[config.mk]
export PLATFORM = sky130hd
export DESIGN_NAME = ttt_move_sequencer
export DESIGN_NICKNAME = d
export VERILOG_FILES = /design/src/rtl/ttt_pkg.sv /design/src/rtl/ttt_line_check.sv /design/src/rtl/ttt_move_sequencer.sv
export SDC_FILE = /design/constraint.sdc
export NUM_CORES = 1
export LEC_CHECK = 0
export CORE_ASPECT_RATIO = 1.25
export CORE_MARGIN = 3
export CORE_UTILIZATION = 52
export CTS_CLUSTER_SIZE = 40
export DETAILED_ROUTE_END_ITERATION = 8
export HOLD_SLACK_MARGIN = 0.1
export PLACE_DENSITY = 0.89
export REMOVE_ABC_BUFFERS = 1
export SLEW_MARGIN = 20
export SYNTH_ARGS = -nofsm -noshare
export SYNTH_HDL_FRONTEND = slang
export SYNTH_SLANG_ARGS = --single-unit
[constraint.sdc]
create_clock -name clk -period 4.76 [get_ports clk]
set_input_delay 0.952 -clock clk [delete_from_list [all_inputs] [get_ports clk]]
set_output_delay 0.952 -clock clk [all_outputs]
set_load 0.005 [all_outputs]
[src/rtl/ttt_pkg.sv]
// rtl/ttt_pkg.sv - shared types and constants for the tic-tac-toe move sequencer
package ttt_pkg;

    typedef enum logic [1:0] {
        PLAY  = 2'd0,
        CHECK = 2'd1,
        DONE  = 2'd2
    } state_e;

    localparam logic [1:0] W_NONE = 2'b00;
    localparam logic [1:0] W_X    = 2'b01;
    localparam logic [1:0] W_O    = 2'b10;
    localparam logic [1:0] W_DRAW = 2'b11;

    // Rows, columns, then the two diagonals; bit n of a mask is cell n.
    localparam logic [7:0][8:0] WIN_LINES = {
        9'h054, 9'h111,
        9'h124, 9'h092, 9'h049,
        9'h1C0, 9'h038, 9'h007
    };

    localparam logic [3:0] CELL_MAX = 4'd8;

endpackage

[src/rtl/ttt_line_check.sv]
// rtl/ttt_line_check.sv - combinational three-in-a-row detector for one player's board
module ttt_line_check
    import ttt_pkg::*;
(
    input  logic [8:0] board,
    output logic       win
);

    // Any of the eight lines fully covered by this board is a win.
    always_comb begin
        win = 1'b0;
        for (int i = 0; i < 8; i++) begin
            if ((board & WIN_LINES[i]) == WIN_LINES[i]) begin
                win = 1'b1;
            end
        end
    end

endmodule

[src/rtl/ttt_move_sequencer.sv]
// rtl/ttt_move_sequencer.sv - move handshake, legality check, board registers and scoring
module ttt_move_sequencer
    import ttt_pkg::*;
#(
    parameter logic FIRST_PLAYER = 1'b0
) (
    input  logic       clk,
    input  logic       rst,
    input  logic       new_game,
    input  logic       move_valid,
    input  logic [3:0] move_cell,
    output logic       move_ready,
    output logic       move_ack,
    output logic       move_err,
    output logic       turn,
    output logic [8:0] board_x,
    output logic [8:0] board_o,
    output logic [8:0] board_occ,
    output logic [1:0] winner,
    output logic       game_over
);

    state_e     state_q, state_d;
    logic [8:0] board_x_q, board_x_d;
    logic [8:0] board_o_q, board_o_d;
    logic [8:0] occ_q, occ_d;
    logic       turn_q, turn_d;
    logic [1:0] winner_q, winner_d;
    logic       ack_q, ack_d;
    logic       err_q, err_d;

    logic [8:0] cell_bit;
    logic       cell_illegal;
    logic [8:0] mover_board;
    logic       mover_wins;

    // One-hot of the requested cell; indices above 8 shift out to zero.
    assign cell_bit     = 9'h001 << move_cell;
    assign cell_illegal = (move_cell > CELL_MAX) || ((occ_q & cell_bit) != 9'h000);

    // Only the player who just moved can have completed a line.
    assign mover_board = turn_q ? board_o_q : board_x_q;

    ttt_line_check u_line_check (
        .board (mover_board),
        .win   (mover_wins)
    );

    // Next-state: new_game clears everything, otherwise play / score / hold.
    always_comb begin
        state_d   = state_q;
        board_x_d = board_x_q;
        board_o_d = board_o_q;
        turn_d    = turn_q;
        winner_d  = winner_q;
        ack_d     = 1'b0;
        err_d     = 1'b0;

        if (new_game) begin
            state_d   = PLAY;
            board_x_d = 9'h000;
            board_o_d = 9'h000;
            turn_d    = FIRST_PLAYER;
            winner_d  = W_NONE;
        end else begin
            case (state_q)
                PLAY: begin
                    if (move_valid) begin
                        if (cell_illegal) begin
                            err_d = 1'b1;
                        end else begin
                            if (turn_q) begin
                                board_o_d = board_o_q | cell_bit;
                            end else begin
                                board_x_d = board_x_q | cell_bit;
                            end
                            ack_d   = 1'b1;
                            state_d = CHECK;
                        end
                    end
                end
                CHECK: begin
                    if (mover_wins) begin
                        winner_d = turn_q ? W_O : W_X;
                        state_d  = DONE;
                    end else if (occ_q == 9'h1FF) begin
                        winner_d = W_DRAW;
                        state_d  = DONE;
                    end else begin
                        turn_d  = ~turn_q;
                        state_d = PLAY;
                    end
                end
                DONE: begin
                    state_d = DONE;
                end
                default: begin
                    state_d = PLAY;
                end
            endcase
        end

        occ_d = board_x_d | board_o_d;
    end

    // State and output registers; reset drops any in-flight move at once.
    always_ff @(posedge clk or posedge rst) begin
        if (rst) begin
            state_q   <= PLAY;
            board_x_q <= 9'h000;
            board_o_q <= 9'h000;
            occ_q     <= 9'h000;
            turn_q    <= FIRST_PLAYER;
            winner_q  <= W_NONE;
            ack_q     <= 1'b0;
            err_q     <= 1'b0;
        end else begin
            state_q   <= state_d;
            board_x_q <= board_x_d;
            board_o_q <= board_o_d;
            occ_q     <= occ_d;
            turn_q    <= turn_d;
            winner_q  <= winner_d;
            ack_q     <= ack_d;
            err_q     <= err_d;
        end
    end

    assign move_ready = (state_q == PLAY);
    assign game_over  = (state_q == DONE);
    assign move_ack   = ack_q;
    assign move_err   = err_q;
    assign turn       = turn_q;
    assign board_x    = board_x_q;
    assign board_o    = board_o_q;
    assign board_occ  = occ_q;
    assign winner     = winner_q;

endmodule

== Word-level counts from Yosys, hierarchy flattened ==
Cells that the tools add are included.

* Register bits: 34
* Input bits: 8
* Logic and storage cells: 80

* $lt $le $gt $ge: 1
* Equality and inequality tests: 15
* Shift operators: 1
* Muxes and demuxes: 42
* Bitwise logic cells: 5
* Reduce and logical (&&, ||, !) cells: 8

{| class="wikitable"
|+ Operator list
! cell !! number
|-
| $mux W9 || 11
|-
| $or A9 B9 Y9 || 3
|-
| $eq A3 B3 Y1 const B || 8
|-
| $mux W1 || 20
|-
| $mux W2 || 10
|-
| $and A9 B9 Y9 || 1
|-
| $eq A9 B9 Y1 const B || 1
|-
| $reduce_bool A9 Y1 || 1
|-
| $shl A1 B4 Y9 const A || 1
|-
| $ne A3 B3 Y1 const B || 2
|-
| $pmux W2 S3 || 1
|-
| $gt A4 B4 Y1 const B || 1
|-
| $ne A2 B2 Y1 const B || 2
|-
| $reduce_and A2 Y1 || 2
|-
| $reduce_and A3 Y1 || 1
|-
| $reduce_bool A3 Y1 || 1
|-
| $eq A2 B1 Y1 const B || 1
|-
| $eq A2 B2 Y1 const B || 1
|-
| $logic_not A2 Y1 || 1
|-
| $reduce_bool A2 Y1 || 1
|-
| $logic_or A1 B1 Y1 || 1
|-
| $not A1 Y1 || 1
|}

== Longest topological paths before layout ==
Gate-level depths: netlist of the first run.

* Word-level depth: 13
* Gate-level depth with buffers: 7

== By module ==
Synthesis of the first run repeated with hierarchy kept, for this count alone.

* Cell total of the unflattened synthesis: 182
* Area total of the unflattened synthesis: 1705.4 sq um

{| class="wikitable"
|+ By module, submodules not included
! module !! times used !! cells each !! area each (sq um)
|-
| ttt_move_sequencer || 1 || 175 || 1650.3
|-
| ttt_line_check || 1 || 7 || 55.1
|}

== Least setup slack after synthesis of the first run ==
No wires, ideal clock.

* Kind: input to register
* Start: in move_cell[2]
* End: reg board_o_q[0] (netlist: board_o[0])
* Setup time: 142 ps
* Data arrival time: 2245 ps
* Slack: 2373 ps
* Stages on the path: 7
* Buffers on the path: 2
* Cells stage by stage: buf_2 -> or3b_2 -> a21oi_1 -> a311oi_1 -> o2111ai_2 -> buf_2 -> o32ai_1

* Cells in the longest elaborated chain, start to end: 8
* Elaborated cells on any way between the ends: 11

{| class="wikitable"
|+ RTL lines
! what !! RTL line !! source
|-
| start: declaration || ttt_move_sequencer.sv:11 || <nowiki>input logic [3:0] move_cell,</nowiki>
|-
| $shl A1 B4 Y9 || ttt_move_sequencer.sv:38 || <nowiki>assign cell_bit = 9'h001 << move_cell;</nowiki>
|-
| $and A9 B9 Y9 || ttt_move_sequencer.sv:39 || <nowiki>assign cell_illegal = (move_cell > CELL_MAX) || ((occ_q & cell_bit) != 9'h000);</nowiki>
|-
| $reduce_bool A9 Y1 || ttt_move_sequencer.sv:39 ||
|-
| $logic_or A1 B1 Y1 || ttt_move_sequencer.sv:39 ||
|-
| $mux W9 (*) || ttt_move_sequencer.sv:69 || <nowiki>if (cell_illegal) begin</nowiki>
|-
| $mux W9 (*) || ttt_move_sequencer.sv:68 || <nowiki>if (move_valid) begin</nowiki>
|-
| $mux W9 (*) || ttt_move_sequencer.sv:66 || <nowiki>case (state_q)</nowiki>
|-
| $mux W9 (*) || ttt_move_sequencer.sv:59 || <nowiki>if (new_game) begin</nowiki>
|-
| named net board_o_d[0] || ttt_move_sequencer.sv:25 || <nowiki>logic [8:0] board_o_q, board_o_d;</nowiki>
|-
| end signal: assignment || ttt_move_sequencer.sv:120 || <nowiki>board_o_q <= board_o_d;</nowiki>
|-
| end: declaration || ttt_move_sequencer.sv:25 ||
|}

Mark *: on every way through the listed nets, which the timed path passes. The rest lies on a longest branch.
A chain may end at the register's enable or synchronous reset.

== Worst setup path in the final report of the first run ==
* Start: in move_cell[2]
* End: reg board_x_q[0] (netlist: board_x[0])

* Cells in the longest elaborated chain, start to end: 8
* Elaborated cells on any way between the ends: 11

{| class="wikitable"
|+ RTL lines
! what !! RTL line !! source
|-
| $shl A1 B4 Y9 || ttt_move_sequencer.sv:38 ||
|-
| $and A9 B9 Y9 || ttt_move_sequencer.sv:39 ||
|-
| $reduce_bool A9 Y1 || ttt_move_sequencer.sv:39 ||
|-
| $logic_or A1 B1 Y1 || ttt_move_sequencer.sv:39 ||
|-
| $mux W9 (*) || ttt_move_sequencer.sv:69 ||
|-
| $mux W9 (*) || ttt_move_sequencer.sv:68 ||
|-
| $mux W9 (*) || ttt_move_sequencer.sv:66 ||
|-
| $mux W9 (*) || ttt_move_sequencer.sv:59 ||
|-
| named net board_x_d[0] || ttt_move_sequencer.sv:24 || <nowiki>logic [8:0] board_x_q, board_x_d;</nowiki>
|-
| end signal: assignment || ttt_move_sequencer.sv:119 || <nowiki>board_x_q <= board_x_d;</nowiki>
|-
| end: declaration || ttt_move_sequencer.sv:24 ||
|}

Marks and branches as above.

==> flow_metrics.env, run 1 <==
export IMPL_status="finished, final reports clean"
export IMPL_postSynthCellCount=169
export IMPL_worstPathCellList="clkdlybuf4s50_1 -> or3b_2 -> a21oi_1 -> a311oi_1 -> o2111ai_2 -> buf_4 -> o32ai_1"
export IMPL_coreArea_sq_mm=0.00297
export IMPL_worst_slack_ps=2010
export IMPL_post_cts_resized=0
export IMPL_grt_pass1_vias=1512
export IMPL_path_class="input pin to register"
export IMPL_setup_tns_ps=0
export IMPL_ioPinCount=42
export IMPL_diodes=0
export IMPL_crit_fanout=30
export IMPL_drtPass1Iterations=4
export IMPL_critPathBufInv=2
export IMPL_relSlewSlack_pct=54.6
export IMPL_clk_pin_slew_ps=90
export IMPL_cts_buffer_depth=2
export IMPL_reg2reg_depth=4
export IMPL_syn_avg_cell_area_sq_um=9.74
export IMPL_start_util_pct=55.3
export IMPL_maxCapViolations=0
export IMPL_drc=0
export IMPL_cts_setup_buffers=0
export IMPL_yosys_warnings=0
export IMPL_ys_types=30
export IMPL_first_iter_violations=68
export IMPL_place_gp_congestion=0.885
export IMPL_dp_hpwl_microns=3130
export IMPL_netlist_area_leader_share_pct=51.7
export IMPL_worstSetupEndpointType="register"
export IMPL_cts_tree="yes"
export IMPL_setup_violations=0
export IMPL_n_fill_cell=237
export IMPL_wl_per_cell_microns=17.6
export IMPL_worstPathRequired_ps=4950
export IMPL_r2r_setup_slack_ps=2600
export IMPL_overflow=0
export IMPL_die_w_microns=56.3
export IMPL_layout_min_cycle_time_ps=2750
export IMPL_clk_latency_ps=340
export IMPL_area_growth_pct=29.5
export IMPL_die_y_microns=68.9
export IMPL_vias=1531
export IMPL_cts_root_buf="clkbuf_4"
export IMPL_pre_cts_ws_ps=1680
export IMPL_period_share_pct=57.7
export IMPL_async_reset_ff_share_pct=100
export IMPL_rows=22
export IMPL_antenna_found_initial=0
export IMPL_htreeDepth=2
export IMPL_yosys_top_cells_count="dfrtp_1, inv_1, o32ai_1"
export IMPL_yosys_top_cells_area="dfrtp_1, o32ai_1, inv_1"
export IMPL_yosysSeqAreaShare_pct=51.7
export IMPL_critPathLaunchType="input pin"
export IMPL_grt_pass1_wl_microns=7050
export IMPL_yosys_cell_count_top_type="dfrtp_1"
export IMPL_via_per_inst=6.22
export IMPL_die_area_sq_mm=0.00388
export IMPL_hold_path_depth=2
export IMPL_cpMaxStageDelayCell="clkdlybuf4s50_1"
export IMPL_cts_hold_buf=0
export IMPL_synth_top_area_cell="dfrtp_1"
export IMPL_vdd_drop_max_uv=189
export IMPL_worstPathArrival_ps=2940
export IMPL_dominantRegCellSynth="dfrtp_1"
export IMPL_synth_seq_cells=34
export IMPL_grt_max_degree=35
export IMPL_finalHoldViolations=0
export IMPL_postRouteAntennaNets=0
export IMPL_slowest_delay_ps=570
export IMPL_nets=217
export IMPL_numCtsBuffers=5
export IMPL_portBuffers=41
export IMPL_fin_skew_ps=8.54
export IMPL_worst_pin_slew_ps=680
export IMPL_max_freq_mhz=364
export IMPL_final_layout_size_suffix_gt1_share_pct=8.10
export IMPL_grt_usage_pct=24.0
export IMPL_wl_microns=4330
export IMPL_cp_top_family="buffers and inverters"
export IMPL_path_depth=7
export IMPL_synth_edff_count=0
export IMPL_power_density_mw_per_mm2=241
export IMPL_numClockSinks=34
export IMPL_rsz0062_at_grt="false"
export IMPL_timing_hold_ws_ps=526
export IMPL_leakage_nw=0.790
export IMPL_hold_class="register to register"
export IMPL_slew_viol_final=0
export IMPL_synth_area_sq_mm=0.00165
## cell usage in the layout, fill, tap and decap left out, drive strengths merged, types with 3 or more instances in the layout
cell type / Yosys / final
o22ai: 9 / 9
clkdlybuf4s50: 0 / 41
nor2: 15 / 15
a21oi: 5 / 5
o32ai: 22 / 22
nor2b: 4 / 4
a22oi: 9 / 9
nand2: 11 / 11
buf: 7 / 3
nand3: 6 / 6
inv: 22 / 22
dfrtp: 34 / 34
clkbuf: 4 / 7
## worst paths after layout
path                                            start                     end
worst max-delay path                     move_cell[2]    board_x[0]$_DFF_PP0_
worst min-delay path            winner[1]$_DFFE_PP0P_   winner[1]$_DFFE_PP0P_
worst max register to register       turn$_DFFE_PP0P_        turn$_DFFE_PP0P_
worst min register to register  winner[1]$_DFFE_PP0P_   winner[1]$_DFFE_PP0P_
max in group asynchronous                         rst    board_o[1]$_DFF_PP0_
min in group asynchronous                         rst  board_occ[0]$_DFF_PP0_
## per-layer routing
layer	vias up	share of wire, %	GRT usage (%)
met2	73	53	42.5
li1	707	-	-
met5	-	0	0
met3	11	6.1	5.96
met1	740	38	26.8
met4	0	2.6	13.1
## area by class of cell
cell class	instances	area, sq um	area share (%)
Clock buffer	7	55.1	2.58
Clock inverter	1	5.00	0.235
Inverter	23	86.3	4.05
Multi-Input combinational cell	101	656	30.8
Sequential cell	34	851	39.9
Tap cell	36	45.0	2.11
Timing Repair Buffer	44	433	20.3
## power breakdown
part	switching, mW	total [mW]	internal, mW
clock	0.0931	0.165	0.0715
sequential	0.00619	0.299	0.292
combinational	0.0296	0.0503	0.0207
## tightest hold or removal path, cell delays in order (launching register included)
cell and delay, ps:
dfrtp_1 390, inv_1 50, a21oi_1 60
## kinds of logic after synthesis
logic type,count (synthesis),synth area share (%)
AND/OR/NAND/NOR,48,14.4
multiplexers,1,0.684
buffers and inverters,34,8.44
flip-flops,34,51.7
AO/OA/AOI/OAI,52,24.7
## state kept, by name (all words and copies together) (netlist names)
name / cells
winner: 2
board_x: 9
move_ack: 1
state_q: 2
board_occ: 9
move_err: 1
turn: 1
board_o: 9
## through the flow
step | total power [mW] | utilization (%) | cell area (sq um) | instances
after floorplan | 0.324 | - | 1590 | 158
after global placement | 0.351 | 69.7 | 2070 | 238
after detailed placement | 0.354 | 69.7 | 2070 | 238
after CTS | 0.516 | 71.7 | 2130 | 246
after global routing | 0.539 | 71.7 | 2130 | 246
final | 0.514 | 71.7 | 2130 | 246
(Power assumes the default switching activity.)
==> run 2, diff against run 1 <==
CORE_UTILIZATION = 48   (was 52)
PLACE_DENSITY = 0.84   (was 0.89)
clock period = 2.8 ns   (was 4.76 ns; I/O delays follow)
==> run 2 against run 1 <==
Compared with the run above:
- worst hold slack better by 6.8 ps
- largest cell class unchanged
- first-iteration DRC count rose by 35%
- non-clock buffer count did not move
- critical path depth is the same
- worst setup slack worse by 1500 ps
- utilization is 4.8 points lower
- clock skew down 2.0 ps
- final area is 2.1% higher
- power rose by 88%
- sequential share of layout area is 0.83 points lower
- cell count rose by 0.41%
==> flow_metrics.env, run 2 (same netlist as run 1, synthesis figures left out) <==
export IMPL_status="finished, final reports clean"
export IMPL_r2r_start="turn$_DFFE_PP0P_"
export IMPL_worstPathRequired_ps=2940
export IMPL_worstSetupStartpoint="move_cell[2]"
export IMPL_overflow=0
export IMPL_cts_setup_buffers=0
export IMPL_clk_pin_slew_ps=60
export IMPL_slew_viol_final=0
export IMPL_power_density_mw_per_mm2=445
export IMPL_vias=1525
export IMPL_fin_skew_ps=6.56
export IMPL_worstPathArrival_ps=2460
export IMPL_worstSetupEndpointType="register"
export IMPL_numCtsBuffers=5
export IMPL_cpMaxStageDelayCell="clkdlybuf4s50_1"
export IMPL_final_cells=247
export IMPL_final_cell_mix="clkdlybuf4s50_1, dfrtp_1, inv_1, o32ai_1, nor2_1"
export IMPL_leakage_nw=0.808
export IMPL_grt_pass1_wl_microns=7360
export IMPL_postRouteAntennaNets=0
export IMPL_diodes=0
export IMPL_wl_microns=4400
export IMPL_critPathLaunchType="input pin"
export IMPL_rows=23
export IMPL_wl_per_cell_microns=17.8
export IMPL_antenna_found_initial=0
export IMPL_worstPathCellList="clkdlybuf4s50_1 -> or3b_2 -> a21oi_1 -> a311oi_1 -> o2111ai_2 -> buf_12 -> o32ai_1"
export IMPL_hold_start="winner[1]$_DFFE_PP0P_"
export IMPL_die_area_sq_mm=0.00417
export IMPL_setup_tns_ps=0
export IMPL_layout_min_cycle_time_ps=2330
export IMPL_cp_endpoint="board_x[7]$_DFF_PP0_"
export IMPL_die_w_microns=58.4
export IMPL_r2r_end="turn$_DFFE_PP0P_"
export IMPL_max_freq_mhz=430
export IMPL_cts_hold_buf=0
export IMPL_ioPinCount=42
export IMPL_post_cts_resized=0
export IMPL_area_growth_pct=32.2
export IMPL_portBuffers=41
export IMPL_finalHoldViolations=0
export IMPL_clk_latency_ps=290
export IMPL_drtPass1Iterations=4
export IMPL_n_fill_cell=261
export IMPL_setup_violations=0
export IMPL_maxCapViolations=0
export IMPL_nets=217
export IMPL_grt_max_degree=35
export IMPL_grt_pass1_vias=1538
export IMPL_grt_usage_pct=23.4
export IMPL_path_class="input pin to register"
export IMPL_dpl_cell_area_sq_mm=0.00208
export IMPL_numClockSinks=34
export IMPL_dp_hpwl_microns=3130
export IMPL_crit_fanout=30
export IMPL_first_iter_violations=92
export IMPL_cts_tree="yes"
export IMPL_relSlewSlack_pct=54.1
export IMPL_worst_pin_slew_ps=689
export IMPL_coreArea_sq_mm=0.00325
export IMPL_period_share_pct=83.0
export IMPL_htreeDepth=2
export IMPL_place_gp_congestion=0.914
export IMPL_vdd_drop_max_uv=422
export IMPL_via_per_inst=6.17
export IMPL_cts_root_buf="clkbuf_8"
export IMPL_hold_class="register to register"
export IMPL_cts_buffer_depth=2
export IMPL_final_common_cell="clkdlybuf4s50_1"
export IMPL_die_y_microns=71.5
export IMPL_r2r_setup_slack_ps=600
export IMPL_rsz0062_at_grt="false"
export IMPL_final_layout_size_suffix_gt1_share_pct=8.10
export IMPL_final_area_sq_mm=0.00218
export IMPL_start_util_pct=50.6
export IMPL_slowest_delay_ps=560
export IMPL_reg2reg_depth=4
export IMPL_dp_cells=239
export IMPL_drc=0
==> run 2: power breakdown <==
group	internal [mW]	switching (mW)
Combinational	0.0378	0.0504
Clock	0.198	0.173
Sequential	0.498	0.0105
Total	0.734	0.234
==> run 2: area by class of cell <==
cell class / count / area (sq um) / area share [%]
clock buffers: 7 / 86.3 / 3.97
well taps: 37 / 46.3 / 2.13
inverters: 23 / 86.3 / 3.97
repair buffers: 44 / 445 / 20.5
clock inverters: 1 / 5.00 / 0.230
multi-input cells: 101 / 656 / 30.1
flip-flops and latches: 34 / 851 / 39.1
==> run 2: metrics by stage <==
step | total power, mW | setup WS, ps | hold slack (ps) | util, %
finish | 0.967 | 475 | 533 | 66.9
global route | 1.01 | 382 | 554 | 66.9
CTS | 0.972 | 503 | 529 | 66.9
detailed placement | 0.605 | 209 | 519 | 64.1
global placement | 0.602 | 309 | 498 | 64.1
floorplan | 0.551 | 543 | 506 | -
==> run 2: worst min path at each step <==
stage	end	slack (ps)	depth (start not counted)
floorplan	winner[0]$_DFFE_PP0P_	510	2
finish	winner[1]$_DFFE_PP0P_	530	2
detailed placement	winner[0]$_DFFE_PP0P_	520	2
global placement	winner[0]$_DFFE_PP0P_	500	2
global route	winner[1]$_DFFE_PP0P_	550	2
CTS	winner[0]$_DFFE_PP0P_	530	2
==> run 2: layer usage <==
layer / global-route usage, % / wire length, microns
met1: 29.8 / 1760
met3: 6.13 / 322
met5: 0 / 0
met4: 11.9 / 123
met2: 36.5 / 2200
==> run 2: worst max-delay path: cells and delay by family <==
kind	cells	cell delay, ps
compound gates	4	610
buf+inv	2	780
simple gates	1	520
